`config.mk`:
```
export PLATFORM = sky130hd
export DESIGN_NAME = switch_debouncer
export DESIGN_NICKNAME = d
export VERILOG_FILES = /design/src/rtl/switch_debouncer.sv
export SDC_FILE = /design/constraint.sdc
export NUM_CORES = 1
export LEC_CHECK = 0
export BUFFER_PORTS_ARGS = -buffer_cell sky130_fd_sc_hd__buf_2
export CAP_MARGIN = 5
export CELL_PAD_IN_SITES_DETAIL_PLACEMENT = 1
export CELL_PAD_IN_SITES_GLOBAL_PLACEMENT = 1
export CORE_MARGIN = 3
export CORE_UTILIZATION = 30
export DETAILED_ROUTE_END_ITERATION = 7
export PLACE_DENSITY = 0.55
export SYNTH_ARGS = -nofsm -noshare
export SYNTH_HDL_FRONTEND = slang
export SYNTH_SLANG_ARGS = --single-unit
export TNS_END_PERCENT = 20
```
`constraint.sdc`:
```
create_clock -name iClk -period 2.3 [get_ports iClk]
set_clock_uncertainty 0.05 [all_clocks]
set_input_delay 0.46 -clock iClk [delete_from_list [all_inputs] [get_ports iClk]]
set_output_delay 0.46 -clock iClk [all_outputs]
set_load 0.05 [all_outputs]
```
`src/rtl/switch_debouncer.sv`:
```
`timescale 1ns/1ps
// Purpose: per-channel synchroniser + counter stability filter + rise/fall pulses for raw slide switches.
// Latency: a step settled before edge k shows on oSwitch at edge k + SYNC_STAGES + DEBOUNCE_CYCLES - 1.
// Backpressure: none; inputs are free-running levels and outputs are always-valid registered levels/pulses.
module switch_debouncer #(
   parameter int NUM_SW          = 4,
   parameter int DEBOUNCE_CYCLES = 1000000,
   parameter int SYNC_STAGES     = 2
) (
   input  logic              iClk,
   input  logic              iRst_n,
   input  logic [NUM_SW-1:0] iSwitch,
   output logic [NUM_SW-1:0] oSwitch,
   output logic [NUM_SW-1:0] oRise,
   output logic [NUM_SW-1:0] oFall
);

   // Wide enough to hold DEBOUNCE_CYCLES; the counter is cleared before it could ever reach it.
   localparam int               CNT_W    = (DEBOUNCE_CYCLES > 1) ? $clog2(DEBOUNCE_CYCLES + 1) : 1;
   localparam logic [CNT_W-1:0] CNT_LAST = CNT_W'(DEBOUNCE_CYCLES - 1);

   logic [NUM_SW-1:0][SYNC_STAGES-1:0] syncChain;
   logic [NUM_SW-1:0]                  syncLvl;
   logic [NUM_SW-1:0][CNT_W-1:0]       stableCnt;

   // Shift each raw switch level through its own synchroniser chain; bit 0 is the metastable capture flop.
   always_ff @(posedge iClk or negedge iRst_n) begin
      if (!iRst_n) begin
         syncChain <= '0;
      end else begin
         for (int i = 0; i < NUM_SW; i++) begin
            if (SYNC_STAGES > 1) begin
               syncChain[i] <= {syncChain[i][SYNC_STAGES-2:0], iSwitch[i]};
            end else begin
               syncChain[i] <= SYNC_STAGES'(iSwitch[i]);
            end
         end
      end
   end

   // The last flop of each chain is the only view of the switch the filter is allowed to see.
   always_comb begin
      syncLvl = '0;
      for (int i = 0; i < NUM_SW; i++) begin
         syncLvl[i] = syncChain[i][SYNC_STAGES-1];
      end
   end

   // Accept a new level only after it has disagreed with the current output for DEBOUNCE_CYCLES
   // consecutive edges; any agreement in between restarts the count. Pulses ride with the update.
   always_ff @(posedge iClk or negedge iRst_n) begin
      if (!iRst_n) begin
         stableCnt <= '0;
         oSwitch   <= '0;
         oRise     <= '0;
         oFall     <= '0;
      end else begin
         oRise <= '0;
         oFall <= '0;
         for (int i = 0; i < NUM_SW; i++) begin
            if (syncLvl[i] == oSwitch[i]) begin
               stableCnt[i] <= '0;
            end else if (stableCnt[i] == CNT_LAST) begin
               stableCnt[i] <= '0;
               oSwitch[i]   <= syncLvl[i];
               oRise[i]     <= syncLvl[i];
               oFall[i]     <= ~syncLvl[i];
            end else begin
               stableCnt[i] <= stableCnt[i] + CNT_W'(1);
            end
         end
      end
   end

endmodule

```
== Word level (Yosys, flattened, before mapping) ==
Index checks and enable logic that the tools add are counted.
Word-level totals
  register bits after elaboration: 100
  input bits: 6
Cells by class
  $add $sub $neg: 4
  equality and inequality tests: 8
  multiplexer cells: 24
  bitwise gates (word level): 8
  reductions and logical operators: 4
Operators by type and width (number)
  $mux W20: 8
  $add A20 B1 Y20 const B: 4
  $eq A20 B20 Y1 const B: 4
  $mux W1: 16
  $not A1 Y1: 8
  $reduce_and A2 Y1: 4
  $eq A1 B1 Y1: 4

== Longest topological paths before layout ==
  depth in word-level cells: 3
  depth in mapped cells: 6

== Least setup slack after synthesis ==
Ideal clock, no wire load.
  path type: reg2reg
  from: register stableCnt[40] (netlist name)
  to: register oSwitch[2]
  data arrival time: 1.666 ns
  data required time: 2.125 ns
  path slack: 0.459 ns
  stages on the path, launching flop included: 6
  period minus slack after synthesis: 1.841 ns
  cell sequence: dfrtp_1 ha_1 nand2_1 or2_2 or3_1 mux2_2
Between the ends
  word-level cells in the longest chain between the ends: 2
Ends and longest elaborated chain
  from (decl): RTL line 24  | logic [NUM_SW-1:0][CNT_W-1:0] stableCnt;
  from (signal, indexed assignment): RTL line 69  | stableCnt[i] <= stableCnt[i] + CNT_W'(1);
  $eq A20 B20 Y1: RTL line 63  | end else if (stableCnt[i] == CNT_LAST) begin
  $reduce_and A2 Y1 (no line)
  to (signal, indexed assignment): RTL line 65  | oSwitch[i] <= syncLvl[i];
  to (decl): RTL line 13  | output logic [NUM_SW-1:0] oSwitch,
Every way passes these cells.
A chain may end at the register's enable or synchronous reset.

== Final worst setup path ==
  from: register stableCnt[20] (netlist name)
  to: register stableCnt[38] (netlist name)
Between the ends
  word-level cells in the longest chain between the ends: 3
  elaborated cells between the ends (all ways): 4
Ends and longest elaborated chain
  $add A20 B1 Y20 or $eq A20 B20 Y1 (tied branches): RTL line 69, 63
  $mux W20 *: RTL line 63
  $mux W20 *: RTL line 61  | if (syncLvl[i] == oSwitch[i]) begin
Mark *: on every way between the ends. The rest lies on a longest branch, timed or not.

==> key figures <==
Drt
  – Total via count after detailed routing: 3478
  – Number of DRC markers after the initial detailed-route iteration: 216
  – Number of vias per cell after detailed routing: 4.95
  – Antenna Nets Post-Route: 0
  – WL/cell: 15.0 um
  – Total wirelength of the detailed-routed design: 10500 um
  – Post-route DRC: 0
  – Pre-Repair DR Iteration Count: 4

Worst setup path
  – Worst endpoint data arrival time: 2.21 ns
  – Slowest-stage cell, CP: sky130_fd_sc_hd__nor4_1
  – Worst r2r path cells: 5
  – Cell with the most instances on the worst path: sky130_fd_sc_hd__nand4_1
  – Data required time at the worst endpoint: 2.52 ns
  – Critical Path Fanout Max: 5
  – Type of the worst setup path: reg -> reg
  – Largest stage delay on the critical path: 0.62 ns
  – Element type at the critical path end: flop
  – Critical Path Source Type: flop
  – Ordered list of cells on the worst path: ha_1 > nand4_1 > nor4_1 > nand4_1 > a21oi_1

Timing
  – WHS: 0.00475 ns
  – Portion of the clock cycle consumed by the worst path in the final layout: 86.5%
  – Worst Max-Slew Pin Slew: 0.736 ns
  – Total negative slack for setup checks: 0 ns
  – Hold Fails Final Rpt: 0
  – Worst-case headroom to the max-slew limit: 50.5%
  – Final min period: 1.99 ns
  – Max frequency: 0.503 GHz
  – Worst path setup slack after routing: 0.310 ns
  – Number of endpoints failing setup at the final stage: 0
  – RSZ-0062 raised after global routing: false
  – Max-slew violation count: 0

Clock network
  – Cell at the root of the clock tree: sky130_fd_sc_hd__clkbuf_16
  – Clock Latency Late Sink: 0.35 ns
  – Post CTS Setup Buffer Count: 0
  – Reg clk slew, reported paths: 0.07 ns
  – Number of buffers inserted during clock tree synthesis: 9
  – H-Tree Level Count: 3
  – CTS tree: yes
  – Clock sink total: 100
  – Max Root-Sink Buffers: 2
  – Hold buffer count at CTS: 0
  – Count of instances resized after the clock tree is built: 0

Global route
  – Maximum number of pins on one net before global-route repair: 40
  – Routing usage on met2: 19.9%
  – Via count of the first global-routing pass: 3629
  – Global router's overall resource usage: 13.0%
  – Overall overflow remaining after global route: 0
  – Global-route wire length before repair: 18600 um
  – Global route hottest layer: met2
  – Met3 demand-to-capacity share in global routing: 3.91%
  – Global-route track usage on met1: 18.1%
  – Initial antenna violation count: 0

Status
  – Result of the run: completed

Power and ir drop
  – Largest voltage drop on the vdd net: 0.370 mV
  – Total power draw: 0.00390 W
  – Static leakage: 2.25 nW
  – Power per Cell Area: 703 nW/um^2

Logic synthesis
  – Fraction of synthesis flops using an asynchronous set or reset pin: 100%
  – Share of the yosys chip area belonging to registers: 53.0%
  – Combined area of all synthesized cells: 4720 sq um
  – Number of flops mapped to enable cells by yosys: 0
  – Number of instances in the synthesized netlist: 451
  – Synthesis Warnings: 0
  – Net Count, Synth: 461
  – Avg Synthesized Cell Area: 10.5 sq um
  – Commonest register cell after synthesis: sky130_fd_sc_hd__dfrtp_1
  – Number of register bits inferred by synthesis: 100
  – Yosys cell types: 48

Die
  – DIE HEIGHT: 131 um
  – Number of standard-cell rows in the floorplan: 45
  – Starting utilization of the core area: 30.8%
  – Num ports: 18
  – Die area: 17300 sq um
  – CORE AREA: 15300 sq um
  – Horizontal die dimension: 131 um

Final layout
  – Antenna fix cells: 0
  – Sequential cell area: 2500 sq um
  – Final #Nets: 497
  – Multi-input gate area: 2140 sq um
  – Finished Cell Area: 5550 sq um
  – Filler cell count in the final layout: 1723
  – Fraction of layout cells with a size suffix above 1: 13.8%
  – Post-synthesis to final-layout area growth: 17.6%

Placement
  – Worst slack, placed: 0.331 ns
  – HPWL after DPL: 7370 um
  – Weighted congestion at the end of routability-driven global placement: 0.768
  – Placed Area: 5160 sq um
  – Count of input and output buffers: 17

Worst hold path
  – Type of the tightest min-delay check: in -> async

Run
  – Count of maximum capacitance violations: 0
routing by layer:
| layer | vias up | share of wire (%) | wire, um |
|---|---|---|---|
| met4 | 0 | 1.1 | 111 |
| met2 | 41 | 46 | 4840 |
| met3 | 7 | 3.3 | 352 |
| met1 | 1746 | 50 | 5220 |
| met5 | - | 0 | 0 |
| li1 | 1684 | - | - |
logic make-up (layout without fill, tap and decap cells):
family / Yosys count / count (layout) / synth area share, %
buffers and inverters: 17 / 58 / 1.54
XOR/XNOR: 56 / 56 / 10.4
flip-flops: 100 / 100 / 53.0
multiplexers: 5 / 5 / 1.17
AO/OA/AOI/OAI: 42 / 42 / 6.31
adder cells (fa/ha/maj): 4 / 4 / 1.06
AND/OR/NAND/NOR: 227 / 227 / 26.5
power breakdown:
part           internal (W)  switching [W]
clock network       0.00128       0.000691
registers           0.00178      0.0000249
logic             0.0000410      0.0000790
total               0.00310       0.000795
critical path, delay by kind of cell (launching register included):
| kind | cells | cell delay [ns] |
|---|---|---|
| compound gates | 1 | 0.19 |
| simple gates | 3 | 1.01 |
| flops | 1 | 0.41 |
| fa+ha+maj | 1 | 0.25 |
worst paths after layout:
path                          startpoint            end  slack [ns]
setup / recovery           stableCnt[20]  stableCnt[38]        0.31
max in group asynchronous         iRst_n  stableCnt[50]        1.59
setup reg to reg           stableCnt[20]  stableCnt[38]        0.31
min in group iClk             iSwitch[3]   syncChain[6]        0.16
hold reg to reg             syncChain[6]   syncChain[7]        0.31
hold / removal                    iRst_n  stableCnt[16]       0.005
final cells by class:
class / instances / share of cell area (%)
inverters: 10 / 0.676
clock buffers: 9 / 4.06
well taps: 211 / 4.76
multi-input cells: 334 / 38.6
flip-flops and latches: 100 / 45.1
clock inverters: 7 / 2.93
repair buffers: 32 / 3.83
registers in the layout (all words and copies together) (netlist names):
name	cells
oFall	4
oRise	4
oSwitch	4
stableCnt	80
syncChain	8
stage by stage:
step           cells  utilization (%)
6_report         703             36.2
2_1_floorplan    451                -
4_1_cts          703             36.2
3_3_place_gp     687             33.7
3_5_place_dp     687             33.7
5_1_grt          703             36.2
synth_stat cells, types with 2 or more instances:
| cell | number | area, sq um |
|---|---|---|
| sky130_fd_sc_hd__nand3_1 | 28 | 140 |
| sky130_fd_sc_hd__nand4_1 | 17 | 106 |
| sky130_fd_sc_hd__nand2_1 | 20 | 75.1 |
| sky130_fd_sc_hd__o21ai_0 | 12 | 60.1 |
| sky130_fd_sc_hd__nand3b_1 | 5 | 37.5 |
| sky130_fd_sc_hd__buf_2 | 4 | 20.0 |
| sky130_fd_sc_hd__and2_1 | 4 | 25.0 |
| sky130_fd_sc_hd__or3_2 | 2 | 15.0 |
| sky130_fd_sc_hd__o221ai_1 | 2 | 17.5 |
| sky130_fd_sc_hd__a21oi_1 | 15 | 75.1 |
| sky130_fd_sc_hd__nor4b_1 | 3 | 26.3 |
| sky130_fd_sc_hd__o31ai_4 | 3 | 63.8 |
| sky130_fd_sc_hd__or4_1 | 4 | 30.0 |
| sky130_fd_sc_hd__dfrtp_1 | 100 | 2500 |
| sky130_fd_sc_hd__nand4b_1 | 3 | 26.3 |
| sky130_fd_sc_hd__nor3_1 | 12 | 60.1 |
| sky130_fd_sc_hd__nand4_2 | 2 | 25.0 |
| sky130_fd_sc_hd__xnor2_1 | 33 | 289 |
| sky130_fd_sc_hd__nor3b_1 | 8 | 60.1 |
| sky130_fd_sc_hd__clkbuf_1 | 2 | 7.51 |
| sky130_fd_sc_hd__ha_1 | 4 | 50.1 |
| sky130_fd_sc_hd__nor4_1 | 15 | 93.8 |
| sky130_fd_sc_hd__xor2_1 | 23 | 201 |
| sky130_fd_sc_hd__inv_1 | 10 | 37.5 |
| sky130_fd_sc_hd__or3_1 | 8 | 50.1 |
| sky130_fd_sc_hd__nor2_1 | 68 | 255 |
| sky130_fd_sc_hd__mux2_2 | 4 | 45.0 |
| sky130_fd_sc_hd__and4_1 | 5 | 43.8 |
| sky130_fd_sc_hd__o31ai_1 | 3 | 22.5 |
| sky130_fd_sc_hd__and3_1 | 14 | 87.6 |
placed cells by master (no fill, tap or decap), types with 3 or more instances in the layout:
master and n:
sky130_fd_sc_hd__buf_4 15, sky130_fd_sc_hd__nor4b_1 3, sky130_fd_sc_hd__or3_1 8, sky130_fd_sc_hd__and3_1 14, sky130_fd_sc_hd__nor3b_1 8, sky130_fd_sc_hd__mux2_2 4
sky130_fd_sc_hd__o31ai_4 3, sky130_fd_sc_hd__o31ai_1 3, sky130_fd_sc_hd__a21oi_1 15, sky130_fd_sc_hd__o21ai_0 12, sky130_fd_sc_hd__and4_1 5, sky130_fd_sc_hd__or4_1 4
sky130_fd_sc_hd__xor2_1 23, sky130_fd_sc_hd__nor4_1 15, sky130_fd_sc_hd__inv_1 10, sky130_fd_sc_hd__nand3b_1 5, sky130_fd_sc_hd__xnor2_1 33, sky130_fd_sc_hd__bufinv_16 5
sky130_fd_sc_hd__dfrtp_1 100, sky130_fd_sc_hd__and2_1 4, sky130_fd_sc_hd__nor3_1 12, sky130_fd_sc_hd__nand2_1 20, sky130_fd_sc_hd__clkbuf_16 9, sky130_fd_sc_hd__nor2_1 68
sky130_fd_sc_hd__nand4_1 17, sky130_fd_sc_hd__buf_2 16, sky130_fd_sc_hd__nand3_1 28, sky130_fd_sc_hd__nand4b_1 3, sky130_fd_sc_hd__ha_1 4
Power figures use the tool's default switching activity.
